**config.mk**
```make
export PLATFORM = sky130hd
export DESIGN_NAME = uart_msg_tx
export DESIGN_NICKNAME = d
export VERILOG_FILES = /design/src/rtl/uart_msg_pkg.sv /design/src/rtl/uart_tx_byte.sv /design/src/rtl/uart_msg_tx.sv
export SDC_FILE = /design/constraint.sdc
export NUM_CORES = 1
export LEC_CHECK = 0
export ABC_AREA = 1
export CAP_MARGIN = 20
export CORE_MARGIN = 8
export CORE_UTILIZATION = 51
export DETAILED_ROUTE_END_ITERATION = 7
export PLACE_DENSITY = 0.75
export RECOVER_POWER = 50
export SLEW_MARGIN = 20
export SYNTH_ARGS = -nofsm -noshare
export SYNTH_HDL_FRONTEND = slang
export SYNTH_HIERARCHICAL = 1
export SYNTH_SLANG_ARGS = --single-unit
export TNS_END_PERCENT = 50
```
**constraint.sdc**
```tcl
create_clock -name CLK -period 2.5 [get_ports CLK]
set_input_delay 0.625 -clock CLK [delete_from_list [all_inputs] [get_ports CLK]]
set_output_delay 0.625 -clock CLK [all_outputs]
set_load 0.01 [all_outputs]
```
**src/rtl/uart_msg_pkg.sv**
```systemverilog
// Shared constants and FSM state encoding for the UART message transmitter.
// Frame layout: SOF, LEN (= CMD + payload count), CMD, payload, optional checksum.
package uart_msg_pkg;

  localparam logic [7:0] SOF_BYTE      = 8'h7E;
  localparam logic [7:0] CMD_DM_ENABLE = 8'hA8;
  localparam logic [7:0] CMD_DM_SET    = 8'hAC;

  typedef logic [2:0] state_t;

  localparam state_t ST_IDLE    = 3'd0;
  localparam state_t ST_SOF     = 3'd1;
  localparam state_t ST_LEN     = 3'd2;
  localparam state_t ST_CMD     = 3'd3;
  localparam state_t ST_PAYLOAD = 3'd4;
  localparam state_t ST_CSUM    = 3'd5;
  localparam state_t ST_DONE    = 3'd6;

  function automatic logic [7:0] len_byte(input logic [3:0] payloadLen);
    return {4'd0, payloadLen} + 8'd1;
  endfunction

endpackage

```
**src/rtl/uart_tx_byte.sv**
```systemverilog
// 8N1 byte serializer: start bit, 8 data bits LSB first, stop bit.
// o_ready also rises in the last stop-bit cycle so a new byte can follow with no gap.
module uart_tx_byte #(
  parameter int CLKS_PER_BIT = 1736
) (
  input  logic       CLK,
  input  logic       reset,
  input  logic       i_load,
  input  logic [7:0] i_data,
  output logic       o_ready,
  output logic       o_inStop,
  output logic       o_done,
  output logic       o_tx
);

  localparam int              CNT_W    = (CLKS_PER_BIT > 1) ? $clog2(CLKS_PER_BIT) : 1;
  localparam logic [CNT_W-1:0] LAST_CNT = CNT_W'(CLKS_PER_BIT - 1);
  localparam logic [3:0]      STOP_IDX = 4'd9;

  logic             r_active;
  logic [3:0]       r_bitIdx;
  logic [CNT_W-1:0] r_baudCnt;
  logic [7:0]       r_data;
  logic             r_tx;

  logic w_bitEnd;
  logic w_inStop;
  logic w_done;
  logic w_ready;
  logic w_start;

  assign w_bitEnd = (r_baudCnt == LAST_CNT);
  assign w_inStop = r_active && (r_bitIdx == STOP_IDX);
  assign w_done   = w_inStop && w_bitEnd;
  assign w_ready  = !r_active || w_done;
  assign w_start  = i_load && w_ready;

  assign o_ready  = w_ready;
  assign o_inStop = w_inStop;
  assign o_done   = w_done;
  assign o_tx     = r_tx;

  // Bit index 0 is the start bit, 1..8 the data bits, 9 the stop bit.
  always_ff @(posedge CLK or posedge reset) begin
    if (reset) begin
      r_active  <= 1'b0;
      r_bitIdx  <= 4'd0;
      r_baudCnt <= '0;
      r_data    <= 8'h00;
      r_tx      <= 1'b1;
    end else if (w_start) begin
      r_active  <= 1'b1;
      r_bitIdx  <= 4'd0;
      r_baudCnt <= '0;
      r_data    <= i_data;
      r_tx      <= 1'b0;
    end else if (r_active) begin
      if (w_bitEnd) begin
        r_baudCnt <= '0;
        if (r_bitIdx == STOP_IDX) begin
          r_active <= 1'b0;
          r_tx     <= 1'b1;
        end else begin
          r_bitIdx <= r_bitIdx + 4'd1;
          r_tx     <= (r_bitIdx == 4'd8) ? 1'b1 : r_data[r_bitIdx[2:0]];
        end
      end else begin
        r_baudCnt <= r_baudCnt + 1'b1;
      end
    end
  end

endmodule

```
**src/rtl/uart_msg_tx.sv**
```systemverilog
// Framed UART message transmitter: SOF, LEN, CMD, payload over one 8N1 serializer.
// Define UART_MSG_TX_CHECKSUM_EN to append an XOR checksum of LEN, CMD and payload.
module uart_msg_tx
  import uart_msg_pkg::*;
#(
  parameter int CLK_FREQ_HZ = 100000000,
  parameter int BAUD        = 57600,
  parameter int MAX_PAYLOAD = 15
) (
  input  logic       CLK,
  input  logic       reset,
  input  logic       req_valid,
  output logic       req_ready,
  input  logic [7:0] req_cmd,
  input  logic [3:0] req_len,
  input  logic [7:0] pl_data,
  input  logic       pl_valid,
  output logic       pl_ready,
  output logic       ct_UartTx,
  output logic       busy
);

  localparam int         CLKS_PER_BIT = CLK_FREQ_HZ / BAUD;
  localparam logic [3:0] MAX_LEN      = 4'(MAX_PAYLOAD);

  state_t     r_state;
  logic [7:0] r_cmd;
  logic [3:0] r_len;
  logic [3:0] r_plCnt;
`ifdef UART_MSG_TX_CHECKSUM_EN
  logic [7:0] r_csum;
`endif

  logic       w_txReady;
  logic       w_txInStop;
  logic       w_txDone;
  logic       w_load;
  logic [7:0] w_txData;
  logic       w_accept;
  logic       w_plTake;
  logic [3:0] w_lenClamped;

  assign w_lenClamped = (req_len > MAX_LEN) ? MAX_LEN : req_len;
  assign req_ready    = (r_state == ST_IDLE);
  assign busy         = (r_state != ST_IDLE);
  assign w_accept     = req_valid && req_ready;
  assign pl_ready     = (r_state == ST_PAYLOAD) && w_txReady && (r_plCnt != r_len);
  assign w_plTake     = pl_ready && pl_valid;

  // Selects which byte, if any, enters the serializer this cycle.
  always_comb begin
    w_load   = 1'b0;
    w_txData = 8'h00;
    case (r_state)
      ST_IDLE: begin
        if (w_accept) begin
          w_load   = 1'b1;
          w_txData = SOF_BYTE;
        end
      end
      ST_SOF: begin
        if (w_txDone) begin
          w_load   = 1'b1;
          w_txData = len_byte(r_len);
        end
      end
      ST_LEN: begin
        if (w_txDone) begin
          w_load   = 1'b1;
          w_txData = r_cmd;
        end
      end
`ifdef UART_MSG_TX_CHECKSUM_EN
      ST_CMD: begin
        if (w_txDone && (r_len == 4'd0)) begin
          w_load   = 1'b1;
          w_txData = r_csum;
        end
      end
`endif
      ST_PAYLOAD: begin
        if (w_plTake) begin
          w_load   = 1'b1;
          w_txData = pl_data;
        end
`ifdef UART_MSG_TX_CHECKSUM_EN
        else if (w_txDone && (r_plCnt == r_len)) begin
          w_load   = 1'b1;
          w_txData = r_csum;
        end
`endif
      end
      default: ;
    endcase
  end

  // CMD hands over to PAYLOAD at the start of its stop bit so that pl_ready
  // can rise in the final stop cycle and the first payload byte follows with no gap.
  always_ff @(posedge CLK or posedge reset) begin
    if (reset) begin
      r_state <= ST_IDLE;
      r_cmd   <= 8'h00;
      r_len   <= 4'd0;
      r_plCnt <= 4'd0;
`ifdef UART_MSG_TX_CHECKSUM_EN
      r_csum  <= 8'h00;
`endif
    end else begin
      case (r_state)
        ST_IDLE: begin
          if (w_accept) begin
            r_state <= ST_SOF;
            r_cmd   <= req_cmd;
            r_len   <= w_lenClamped;
            r_plCnt <= 4'd0;
`ifdef UART_MSG_TX_CHECKSUM_EN
            r_csum  <= len_byte(w_lenClamped) ^ req_cmd;
`endif
          end
        end
        ST_SOF: if (w_txDone) r_state <= ST_LEN;
        ST_LEN: if (w_txDone) r_state <= ST_CMD;
        ST_CMD: begin
          if (r_len != 4'd0) begin
            if (w_txInStop) r_state <= ST_PAYLOAD;
          end else if (w_txDone) begin
`ifdef UART_MSG_TX_CHECKSUM_EN
            r_state <= ST_CSUM;
`else
            r_state <= ST_DONE;
`endif
          end
        end
        ST_PAYLOAD: begin
          if (w_plTake) begin
            r_plCnt <= r_plCnt + 4'd1;
`ifdef UART_MSG_TX_CHECKSUM_EN
            r_csum  <= r_csum ^ pl_data;
`endif
          end else if (w_txDone && (r_plCnt == r_len)) begin
`ifdef UART_MSG_TX_CHECKSUM_EN
            r_state <= ST_CSUM;
`else
            r_state <= ST_DONE;
`endif
          end
        end
`ifdef UART_MSG_TX_CHECKSUM_EN
        ST_CSUM: if (w_txDone) r_state <= ST_DONE;
`endif
        ST_DONE: r_state <= ST_IDLE;
        default: r_state <= ST_IDLE;
      endcase
    end
  end

  uart_tx_byte #(
    .CLKS_PER_BIT(CLKS_PER_BIT)
  ) u_txByte (
    .CLK     (CLK),
    .reset   (reset),
    .i_load  (w_load),
    .i_data  (w_txData),
    .o_ready (w_txReady),
    .o_inStop(w_txInStop),
    .o_done  (w_txDone),
    .o_tx    (ct_UartTx)
  );

endmodule

```
======== Yosys cells after proc, flatten, opt, wreduce, memory -nomap -nowiden ========
Index checks and enable logic that the tools add are counted.
operators by class
  $add $sub $neg .......................... 4
  muxes and demuxes ....................... 40
  magnitude comparators ................... 2
  divide/modulo/power cells ............... 0
  bitwise operators ....................... 0
  $mul .................................... 0
  shift operators ......................... 0
  equal/unequal tests ..................... 18
  reductions and logical operators ........ 22
operators with widths
  kind                                                                      number
  11-bit two-way mux                                                        3
  8-bit case mux with 4 select lines                                        1
  4-bit two-way mux                                                         7
  3-bit two-way mux                                                         8
  8-bit two-way mux                                                         2
  3-bit case mux with 5 select lines                                        1
  1-bit two-way mux                                                         13
  11-bit by 1-bit adder with 11-bit output (second input constant)          1
  11-bit == test (second input constant)                                    1
  2-bit by 1-bit inequality test with 1-bit output (second input constant)  5
  4-bit by 1-bit adder with 4-bit output (second input constant)            2
  4-bit == test (second input constant)                                     2
  1-bit logical AND                                                         8
  4-bit case mux with 2 select lines                                        1
  7-bit two-way mux                                                         1
  7-bit AND reduction                                                       1
  3-bit by 2-bit == test with 1-bit output (second input constant)          2
  3-bit by 2-bit inequality test with 1-bit output (second input constant)  2
  3-bit AND reduction                                                       2
  2-bit nonzero test                                                        3
  4-bit by 1-bit adder with 5-bit output (second input constant)            1
  5-bit two-way mux                                                         1
  4-bit == test                                                             1
  4-bit greater-than comparator (second input constant)                     1
  other kinds (14)                                                          16
storage, ports and cells
  bits in registers ....................... 44
  memories ................................ 0
  logic and storage cells ................. 95
  input bits .............................. 24
  memory bits (writable) .................. 0
  bits in latches ......................... 0
  ROM bits ................................ 0

======== Depth between registers and ports, before layout ========
  depth in word-level cells ............... 12
  gate-level depth with buffers ........... 21

======== Hierarchy ========
The synthesis kept the hierarchy.
by module, submodules not included
  module        times used  area an instance (µm²)  cells each
  uart_tx_byte  1           1361.3                  171
  uart_msg_tx   1           1262.5                  180

======== Worst setup path after synthesis ========
Ideal clock, no wire load.
  path kind ............................... register -> register
  start ................................... register u_txByte.r_bitIdx[1]
  end ..................................... register u_txByte.r_baudCnt[8]
  setup time .............................. 72 ps
  stages on the path, launching flop included .. 20
  arrival ................................. 2575 ps
  setup slack ............................. -147 ps
  required time ........................... 2428 ps
  cell sequence ........................... dfrtp_1 inv_1 ha_1 nand2_1 inv_1 nand2_2 inv_1 nand2_1 nor4_1 inv_1 nor2_4 inv_1 nand3_1 nor2_1 inv_1 buf_6 nand2_1 o21ai_0 o21ai_0 nor2_1
on the way
  longest elaborated chain between the ends .. 11
  elaborated cells between the ends (all ways) .. 13
  those cells by class .................... eq/ne: 1; mux: 4; reduce/logical: 8
RTL lines
  what                                                      RTL line            RTL
  start: declaration                                        uart_tx_byte.sv:21  logic [3:0] r_bitIdx;
  start signal: assignment                                  uart_tx_byte.sv:64  r_bitIdx <= r_bitIdx + 4'd1;
  4-bit == test (*)                                         uart_tx_byte.sv:33  assign w_inStop = r_active && (r_bitIdx == STOP_IDX);
  1-bit logical AND (*)                                     uart_tx_byte.sv:33
  1-bit logical AND (*)                                     uart_tx_byte.sv:34  assign w_done = w_inStop && w_bitEnd;
  via w_txDone                                              uart_msg_tx.sv:36   logic w_txDone;
  1-bit logical OR                                          uart_tx_byte.sv:35  assign w_ready = !r_active || w_done;
  1-bit logical AND (2 in series)                           uart_msg_tx.sv:47   assign pl_ready = (r_state == ST_PAYLOAD) && w_txReady && (r_plCnt != r_len);
  1-bit logical AND                                         uart_msg_tx.sv:48   assign w_plTake = pl_ready && pl_valid;
  1-bit two-way mux                                         uart_msg_tx.sv:82   if (w_plTake) begin
  1-bit case mux with 3 select lines (*)                    uart_msg_tx.sv:54   case (r_state)
  via w_load                                                uart_msg_tx.sv:37   logic w_load;
  1-bit logical AND (*)                                     uart_tx_byte.sv:36  assign w_start = i_load && w_ready;
  11-bit two-way mux or 2-bit nonzero test (tied branches)  -
  end signal: assignment                                    uart_tx_byte.sv:68  r_baudCnt <= r_baudCnt + 1'b1;
  end: declaration                                          uart_tx_byte.sv:22  logic [CNT_W-1:0] r_baudCnt;
The timed path passes the listed nets; every way through them passes the cells marked *.
A chain may end at the register's enable or synchronous reset.

======== Worst setup path after layout ========
  start ................................... register u_txByte.r_baudCnt[1]
  end ..................................... output port pl_ready
on the way
  longest elaborated chain between the ends .. 5
RTL lines
  what                             RTL line            RTL
  11-bit == test                   uart_tx_byte.sv:32  assign w_bitEnd = (r_baudCnt == LAST_CNT);
  1-bit logical AND                uart_tx_byte.sv:34
  1-bit logical OR                 uart_tx_byte.sv:35
  via w_txReady                    uart_msg_tx.sv:34   logic w_txReady;
  1-bit logical AND (2 in series)  uart_msg_tx.sv:47
  end: declaration                 uart_msg_tx.sv:18   output logic pl_ready,
The timed path passes the listed nets, and every way through them passes these cells.

==> flow_metrics.py <==
metrics = {
    "status": {
        "outcome": "finished, final reports clean",
    },
    "power_and_ir_drop": {
        "power-per-cell-area_nw_per_um2": 397,
        "peakVddDrop_mv": 0.315,
        "total_power_mw": 1.39,
        "p_leak_nw": 1.75,
    },
    "min_path": {
        "holdCritPathClass": "reg2reg",
    },
    "worst_setup_path": {
        "crit_type": "reg2out",
        "cp-start-kind": "register",
        "cp_data_arrival_time_ns": 1.80,
        "crit_path_end_kind": "output port",
        "critPathMaxFanout": 2,
        "crit_required_ns": 1.88,
    },
    "die": {
        "start_util_pct": 52.0,
        "dieArea_um2": 7700,
        "core-area_um2": 5040,
        "die_h_um": 87.7,
        "fp.dieW_um": 87.7,
        "row_count": 26,
        "io_pins": 28,
    },
    "global_routing": {
        "antenna_found_initial": 0,
        "grt_max_degree": 24,
        "first_global_vias": 2360,
        "grt_pass1_wl_mm": 10.2,
        "track_usage_pct": 16.7,
        "gr-total-overflow": 0,
    },
    "logic_synthesis": {
        "synth_area_leaders": "dfrtp_1, nand2_1, inv_1, nand3_1, nor2_1",
        "avgSynthCellArea_um2": 7.48,
        "yosys_warnings": 6,
        "yosysSeqAreaShare_pct": 42.0,
        "syn-num-nets": 382,
        "synth_ff_type": "dfrtp_1",
        "synth_top_area_share_pct": 41.0,
        "synth_edf_count": 0,
        "ys_ff_latch": 44,
        "async_flop_share_pct": 100,
        "syn-cell-area_um2": 2620,
        "synth_cells": 351,
        "yosys.area.top_type": "dfrtp_1",
        "synth_cell_types": 32,
    },
    "detailed_routing": {
        "ant_nets": 0,
        "routed_via_density": 4.98,
        "drcViolationCount": 0,
        "wl_met1_mm": 2.82,
        "wl_per_cell_um": 12.4,
        "wirelength_mm": 6.17,
        "firstDrtPassIters": 4,
        "highest_layer": "met4",
        "met3_wirelength_um": 203,
        "drtIter0Drc": 98,
        "wl_met2_mm": 3.07,
        "vias": 2477,
    },
    "clock_tree": {
        "cts-root-buf": "clkbuf_8",
        "cts_hold_buf": 0,
        "clkTransAtPathRegs_ns": 0.09,
        "insertion_delay_ns": 0.30,
        "clkSinkCount": 44,
        "cts_tree": "done",
        "h-tree-depth": 2,
        "numCtsBuffers": 5,
        "cts_max_path_buffers": 2,
    },
    "final_layout": {
        "syn_to_final_growth_pct": 33.0,
        "drive_gt1_share_pct": 24.8,
        "diodes": 0,
        "nNetsFinal": 457,
    },
    "sta": {
        "finClkSkew_ns": 0.00864,
        "setup_viol_count_final": 0,
        "rsz0062_at_grt": "yes",
        "drv_slew": 0,
        "fin_crit_sh_pct": 97.2,
        "period_minus_slack_ns": 2.43,
        "slew_headroom_pct": 33.7,
        "hold_viol": 0,
        "fmax_ghz": 0.412,
        "tightest_slew_ns": 0.994,
        "worst_slack_ns": 0.0711,
    },
    "placement": {
        "place_congestion": 0.867,
        "place_ws_ns": -0.111,
        "hpwl_mm": 4.74,
        "port_buffers": 27,
    },
    "run": {
        "cap_violations": 0,
    },
}
[synth_stat cells, drive strengths merged, types with 3 or more instances]
library cell,instances
nor3,3
inv,50
nor2,31
ha,7
dfrtp,43
o21ai,28
xnor2,3
a21oi,12
xor2,6
nand3,25
buf,6
nand2,113
nand4,13
[state kept, by name, indices dropped and copies added, names as in the netlist]
| register | cells |
|---|---|
| r_cmd | 8 |
| r_len | 4 |
| u_txByte/r_bitIdx | 4 |
| u_txByte/r_baudCnt | 11 |
| r_plCnt | 4 |
| u_txByte/o_tx | 1 |
| u_txByte/r_data | 8 |
| r_state | 3 |
| u_txByte/r_active | 1 |
[power by group]
group	leakage [nW]	switching, mW	internal, mW
Combinational	1.17	0.0430	0.0489
Clock	0.0548	0.256	0.301
Sequential	0.525	0.0127	0.724
Total	1.75	0.312	1.07
[cells in the final DEF (no fill, tap or decap), types with 2 or more instances in the layout]
cell / synthesis / routed
xnor2_1: 3 / 3
clkbuf_1: 0 / 3
nor3_1: 2 / 2
nand3_1: 23 / 22
nor2_2: 3 / 4
inv_2: 10 / 14
buf_6: 3 / 3
dfrtp_1: 43 / 43
inv_1: 40 / 34
o21ai_0: 15 / 12
o21ai_1: 13 / 15
nor2_4: 4 / 4
clkdlybuf4s50_1: 0 / 25
clkbuf_8: 0 / 5
nand3_2: 2 / 2
xor2_1: 6 / 6
nand4_1: 13 / 13
nand2_4: 2 / 5
ha_1: 7 / 5
a211oi_1: 2 / 2
a21oi_1: 12 / 11
buf_4: 0 / 41
nor2_1: 24 / 23
nand2_2: 8 / 12
inv_4: 0 / 3
nand2_1: 103 / 96
[stage by stage]
stage / utilization [%] / cell area, µm² / std cells / TNS (ns) / hold WS, ns
3_5_place_dp: 63.8 / 3220 / 479 / -0.646 / 0.461
3_3_place_gp: 63.8 / 3220 / 479 / -0.171 / 0.456
4_1_cts: 66.4 / 3350 / 490 / 0 / 0.477
2_1_floorplan: - / 2630 / 351 / 0 / 0.442
6_report: 69.2 / 3490 / 497 / 0 / 0.478
5_1_grt: 69.2 / 3490 / 497 / -0.930 / 0.515
[cell families after synthesis]
kind of cell	after synthesis	synth area share, %
simple gates	187	32.9
buf+inv	57	9.20
compound gates	47	9.59
flops	44	42.0
xor+xnor	9	3.00
fa+ha+maj	7	3.34
[what timing repair did]
item / 4_1_cts / 5_1_grt
pin swaps: 0 / 12
buffers inserted: 3 / 7
cloned: 0 / 0
gates resized for setup: 7 / 33
hold endpoints to repair: 0 / 0
endpoints found under the setup margin: 16 / 21
[layout make-up]
class | count | area (µm²)
clock buffer | 5 | 68.8
clock inverter | 3 | 46.3
fill | 400 | 1550
inverter | 51 | 199
multi-input combinational | 250 | 1370
sequential | 44 | 1100
tap | 70 | 87.6
timing repair buffer | 74 | 618
[worst paths after layout]
kind                                             from                     to  slack [ns]  depth (start not counted)
max in group asynchronous                       reset               r_cmd[6]        0.77                          3
worst min-delay path                         r_cmd[7]               r_cmd[7]        0.48                          2
worst min register to register               r_cmd[7]               r_cmd[7]        0.48                          2
min in group asynchronous                       reset  u_txByte/r_baudCnt[6]        0.99                          3
worst max register to register   u_txByte/r_bitIdx[1]  u_txByte/r_baudCnt[2]        0.09                         18
worst max-delay path            u_txByte/r_baudCnt[1]               pl_ready        0.07                         11
[layer usage]
metal / global-route usage [%] / vias up
met1: 20.3 / 1146
met5: 0 / -
li1: - / 1279
met3: 4.22 / 8
met4: 6.25 / 0
met2: 27.7 / 44
[worst max-delay path, cell delays in order (launching register included)]
cell and delay [ns]:
dfrtp_1 0.37, ha_2 0.19, nand2_1 0.07, nor2_1 0.12, nand3_1 0.11, nand2_2 0.09, nand2_2 0.05, inv_2 0.05
inv_1 0.04, nor2_2 0.10, a21boi_2 0.16, buf_2 0.14
Note: power is estimated with default switching activity, not from simulation.
